File: src/rtl/div_issue_ctrl.sv
`timescale 1ns/1ps
`default_nettype none
// ============================================================================
// Module   : div_issue_ctrl
// Purpose  : EXE-stage front end for the 33-cycle iterative 32-bit divider.
//            Issues one div/mod request at a time, holds the divider enable,
//            captures the selected result half and returns it over a
//            valid/ready handshake. Handles flush, divide-by-zero and a
//            completion watchdog.
// Revision : 1.0 - initial release
// ============================================================================
module div_issue_ctrl #(
  parameter int TAG_W   = 5,
  parameter int TIMEOUT = 63
) (
  input  logic             clk,
  input  logic             reset,
  input  logic             flush,
  input  logic             req_valid,
  output logic             req_ready,
  input  logic [1:0]       req_op,
  input  logic [31:0]      req_x,
  input  logic [31:0]      req_y,
  input  logic [TAG_W-1:0] req_tag,
  output logic             div_en,
  output logic             div_sign,
  output logic [31:0]      div_x,
  output logic [31:0]      div_y,
  input  logic [63:0]      div_result,
  input  logic             div_complete,
  output logic             resp_valid,
  input  logic             resp_ready,
  output logic [31:0]      resp_data,
  output logic [TAG_W-1:0] resp_tag,
  output logic             resp_err
);

  localparam int CNT_W = $clog2(TIMEOUT + 1);

  typedef enum logic [1:0] {
    S_IDLE = 2'd0,
    S_BUSY = 2'd1,
    S_DONE = 2'd2
  } state_e;

  state_e             state_q, state_d;
  logic [1:0]         op_q, op_d;
  logic [31:0]        x_q, x_d;
  logic [31:0]        y_q, y_d;
  logic [TAG_W-1:0]   tag_q, tag_d;
  logic [31:0]        data_q, data_d;
  logic               err_q, err_d;
  logic [CNT_W-1:0]   wd_cnt_q, wd_cnt_d;
  logic               transfer;

  // Next-state and datapath capture; flush has priority over every other event.
  always_comb begin
    state_d  = state_q;
    op_d     = op_q;
    x_d      = x_q;
    y_d      = y_q;
    tag_d    = tag_q;
    data_d   = data_q;
    err_d    = err_q;
    wd_cnt_d = wd_cnt_q;
    transfer = req_valid & (state_q == S_IDLE) & ~flush;

    case (state_q)
      S_IDLE: begin
        if (transfer) begin
          op_d     = req_op;
          x_d      = req_x;
          y_d      = req_y;
          tag_d    = req_tag;
          err_d    = 1'b0;
          wd_cnt_d = '0;
          if (req_y == 32'd0) begin
            // Divider is never started: quotient is 0, remainder is the dividend.
            data_d  = req_op[0] ? req_x : 32'd0;
            state_d = S_DONE;
          end else begin
            state_d = S_BUSY;
          end
        end
      end
      S_BUSY: begin
        if (flush) begin
          state_d = S_IDLE;
        end else if (div_complete) begin
          data_d  = op_q[0] ? div_result[31:0] : div_result[63:32];
          err_d   = 1'b0;
          state_d = S_DONE;
        end else if (wd_cnt_q == CNT_W'(TIMEOUT - 1)) begin
          // This is the TIMEOUT-th enable cycle with no completion.
          data_d  = 32'd0;
          err_d   = 1'b1;
          state_d = S_DONE;
        end else begin
          wd_cnt_d = wd_cnt_q + CNT_W'(1);
        end
      end
      S_DONE: begin
        if (flush || resp_ready) begin
          state_d = S_IDLE;
        end
      end
      default: state_d = S_IDLE;
    endcase
  end

  // State and capture registers with synchronous reset.
  always_ff @(posedge clk) begin
    if (reset) begin
      state_q  <= S_IDLE;
      op_q     <= 2'd0;
      x_q      <= 32'd0;
      y_q      <= 32'd0;
      tag_q    <= '0;
      data_q   <= 32'd0;
      err_q    <= 1'b0;
      wd_cnt_q <= '0;
    end else begin
      state_q  <= state_d;
      op_q     <= op_d;
      x_q      <= x_d;
      y_q      <= y_d;
      tag_q    <= tag_d;
      data_q   <= data_d;
      err_q    <= err_d;
      wd_cnt_q <= wd_cnt_d;
    end
  end

  // All outputs come from registers, so divider signals never reach resp_* combinationally.
  assign req_ready  = (state_q == S_IDLE);
  assign div_en     = (state_q == S_BUSY);
  assign resp_valid = (state_q == S_DONE);
  assign div_sign   = ~op_q[1];
  assign div_x      = x_q;
  assign div_y      = y_q;
  assign resp_data  = data_q;
  assign resp_tag   = tag_q;
  assign resp_err   = err_q;

endmodule
`default_nettype wire

File: config.mk
export PLATFORM = sky130hd
export DESIGN_NAME = div_issue_ctrl
export DESIGN_NICKNAME = d
export VERILOG_FILES = /design/src/rtl/div_issue_ctrl.sv
export SDC_FILE = /design/constraint.sdc
export NUM_CORES = 1
export LEC_CHECK = 0
export BUFFER_PORTS_ARGS = -buffer_cell sky130_fd_sc_hd__buf_2
export CAP_MARGIN = 0
export CORE_UTILIZATION = 47
export DETAILED_ROUTE_END_ITERATION = 8
export PLACE_DENSITY = 0.81
export RECOVER_POWER = 100
export SLEW_MARGIN = 15
export SYNTH_ARGS = -nofsm -noshare
export SYNTH_HDL_FRONTEND = slang
export SYNTH_SLANG_ARGS = --single-unit
File: constraint.sdc
create_clock -name clk -period 2.72 [get_ports clk]
set_clock_uncertainty 0.2 [all_clocks]
set_input_delay 0.816 -clock clk [delete_from_list [all_inputs] [get_ports clk]]
set_output_delay 0.816 -clock clk [all_outputs]
set_load 0.02 [all_outputs]
==> results.yml <==
cells_and_area:
  num_antenna_cells: 0
  post_route_cells_drive_above_1_share: 0.217
  final_nets: 973
  syn2layout_area_growth_pct: 25.8
  num-fill-cells: 996
timing:
  finalCriticalPeriod_ps: 2590
  max_freq_mhz: 386
  hold_viol: 0
  post-route-period-util: 0.953
  rsz0062_at_grt: "false"
  maxSlewHeadroom: 0.453
  setup_violations: 0
  tightestPinTransition_ps: 820
  report.final.slew_viol_count: 0
  fin_ws_ps: 128
place:
  gp_routability_congestion: 0.859
  dpl_worst_slack_ps: -118
  port_buffers: 246
  place_hpwl_mm: 11.1
worst_setup_path:
  path_buf_inv: 2
  critPathMostFrequentCell: "clkbuf_1"
  path_class: "input port to flip-flop"
  cp_max_fo: 5
  cp_slowest_cell: "or4b_2"
  worstPathCellList: "clkbuf_1, or4b_2, o21ai_0, clkbuf_1, o21ai_2, or3_1, a211oi_1"
  critical_path.top_delay_family: "simple AND/OR/NAND/NOR gates"
  startpoint_type: "input port"
  crit_path_end_kind: "flip-flop"
  cp_slowest_stage_delay_ps: 630
  required_ps: 2810
  arrival_ps: 2680
yosys:
  synthAdderAreaFrac: 0.00488
  synth_top_area_cell: "dfxtp_1"
  synthXorXnorAreaFrac: 0.00341
  synth_seq_cells: 112
  synth_area_leaders: "dfxtp_1 (44%), nand2_1 (11%), mux2_4 (8.5%)"
  synth_cells: 595
  synth_mux_area_frac: 0.156
  synth-simple-area-share: 0.206
  synth_compound_area_frac: 0.151
  yosysTopAreaCellShare: 0.437
  avgSynthCellArea_um2: 8.62
  synth_top_family_by_area: "simple AND/OR/NAND/NOR gates"
  synth_nets: 738
  synthesis.area_mm2: 0.00513
  yosysSeqAreaShare: 0.437
  synth_warnings: 0
  ys_types: 36
global_routing:
  grt_pass1_wl_mm: 23.2
  groute.usage.overall: 0.258
  grt_overflow_total: 0
  grt_pass1_vias: 4864
  antenna_found_initial: 0
  grt_max_degree: 72
route:
  drc: 0
  viasPerCell: 5.28
  drt-total-wl_mm: 15.0
  routedWlPerCell_um: 15.4
  ant_nets: 0
  drtIter0Drc: 302
  via_count: 5131
  drt-pass1-iter-count: 4
floorplan:
  die_h_um: 106
  core-area_mm2: 0.0105
  die_area_mm2: 0.0113
  die_w_um: 106
  initial_core_util: 0.490
  std_cell_rows: 37
  io_pins: 247
clock_network:
  htreeDepth: 3
  clk_path_buf_depth: 2
  holdBufCountCts: 0
  ctsResizeCount: 0
  clock_sinks: 112
  clk_latency_ps: 370
  numCtsBuffers: 9
  clkTransAtPathRegs_ps: 100
  cts-root-buf: "clkbuf_8"
  post-cts-setup-buffers: 0
  cts_tree: "yes"
pwr:
  power_leakage_nw: 2.68
  vdd_ir_drop_max_mv: 0.327
  p_per_area_mw_per_mm2: 510
  power_mw: 3.30
flow_run:
  cap_violations: 0
min_path:
  hp-class: "flip-flop to flip-flop"
outcome:
  outcome: "finished, final reports clean"
==> flip-flops by register name, indices dropped and copies added (netlist names) <==
name and count:
div_x 32, div_y 32, resp_data 32, wd_cnt_q 6, resp_tag 5, op_q 2, state_q 2, resp_err 1
==> where the power goes <==
group	total [mW]	internal [mW]	switching, mW
registers	1.74	1.71	0.0394
clock network	0.915	0.386	0.529
logic	0.636	0.254	0.383
total	3.30	2.35	0.951
==> final timing paths <==
path / from / cells after the start / endpoint / slack, ps
max: flush / 7 / wd_cnt_q[5] / 130
max reg2reg: state_q[1] / 6 / wd_cnt_q[5] / 210
min reg2reg: div_x[17] / 2 / div_x[17] / 260
min: div_x[17] / 2 / div_x[17] / 260
==> cells in the mapped netlist <==
cell / instances
inv_2: 1
nor4_1: 8
nand2_1: 145
or3_1: 2
nand4_1: 3
clkbuf_1: 32
a31oi_1: 1
o21ai_2: 1
nand2_4: 1
mux2i_1: 33
a21oi_1: 75
nor2_1: 38
nor3_1: 4
mux2_1: 3
a21boi_4: 1
buf_1: 9
nand2b_1: 1
mux2_4: 29
o21ai_4: 1
dfxtp_1: 112
a2bb2oi_1: 32
nor2b_1: 33
and2_1: 1
or4b_1: 1
buf_6: 3
xor2_1: 2
a22oi_1: 1
nand3_1: 2
o21ai_1: 3
ha_1: 2
a211oi_1: 2
buf_2: 2
inv_1: 4
o21a_1: 2
and3_1: 3
o211ai_1: 2
==> worst reg2reg max path, delay by kind of cell, from the launching register on <==
kind	cells	cell delay [ps]
AND/OR/NAND/NOR	2	1070
AO/OA/AOI/OAI	3	490
flip-flops	1	380
buffers and inverters	1	270
==> stage by stage <==
stage | instance area (µm²) | utilization | std cells | TNS, ps | hold slack, ps
5_1_grt | 6460 | 0.617 | 971 | 0 | 278
4_1_cts | 6720 | 0.642 | 971 | 0 | 257
3_3_place_gp | 6550 | 0.626 | 955 | -2530 | 239
2_1_floorplan | 5130 | - | 595 | 0 | 236
6_report | 6460 | 0.617 | 971 | 0 | 258
3_5_place_dp | 6550 | 0.626 | 955 | -3240 | 244
==> logic make-up after synthesis <==
family          count (synthesis)
simple gates                  242
compound gates                121
flops                         112
mux                            65
buf+inv                        51
xor+xnor                        2
fa+ha+maj                       2
==> per-layer routing <==
metal / vias up / track usage / part of all wire
li1: 2489 / - / -
met1: 2385 / 0.298 / 0.41
met2: 239 / 0.461 / 0.50
met3: 18 / 0.0656 / 0.077
met4: 0 / 0.0861 / 0.016
met5: - / 0 / 0
==> layout make-up <==
cell class / instances / area (µm²) / share of cell area
multi-input cells: 432 / 2550 / 0.395
flip-flops and latches: 112 / 2240 / 0.347
repair buffers: 270 / 1290 / 0.201
well taps: 136 / 170 / 0.0264
clock buffers: 14 / 163 / 0.0252
inverters: 5 / 18.8 / 0.00291
clock inverters: 2 / 13.8 / 0.00213
==> layout by cell type, fill, tap and decap left out, types with 3 or more instances in the layout <==
cell / instances
a21oi_1: 75
a2bb2oi_1: 32
buf_2: 139
buf_4: 19
clkbuf_1: 112
clkbuf_8: 11
dfxtp_1: 111
inv_1: 5
mux2_1: 30
mux2i_1: 33
nand2_1: 146
nand4_1: 3
nor2_1: 38
nor2b_1: 33
nor3_1: 4
nor4_1: 8
o21ai_1: 3
Note: power is estimated with default switching activity, not from simulation.
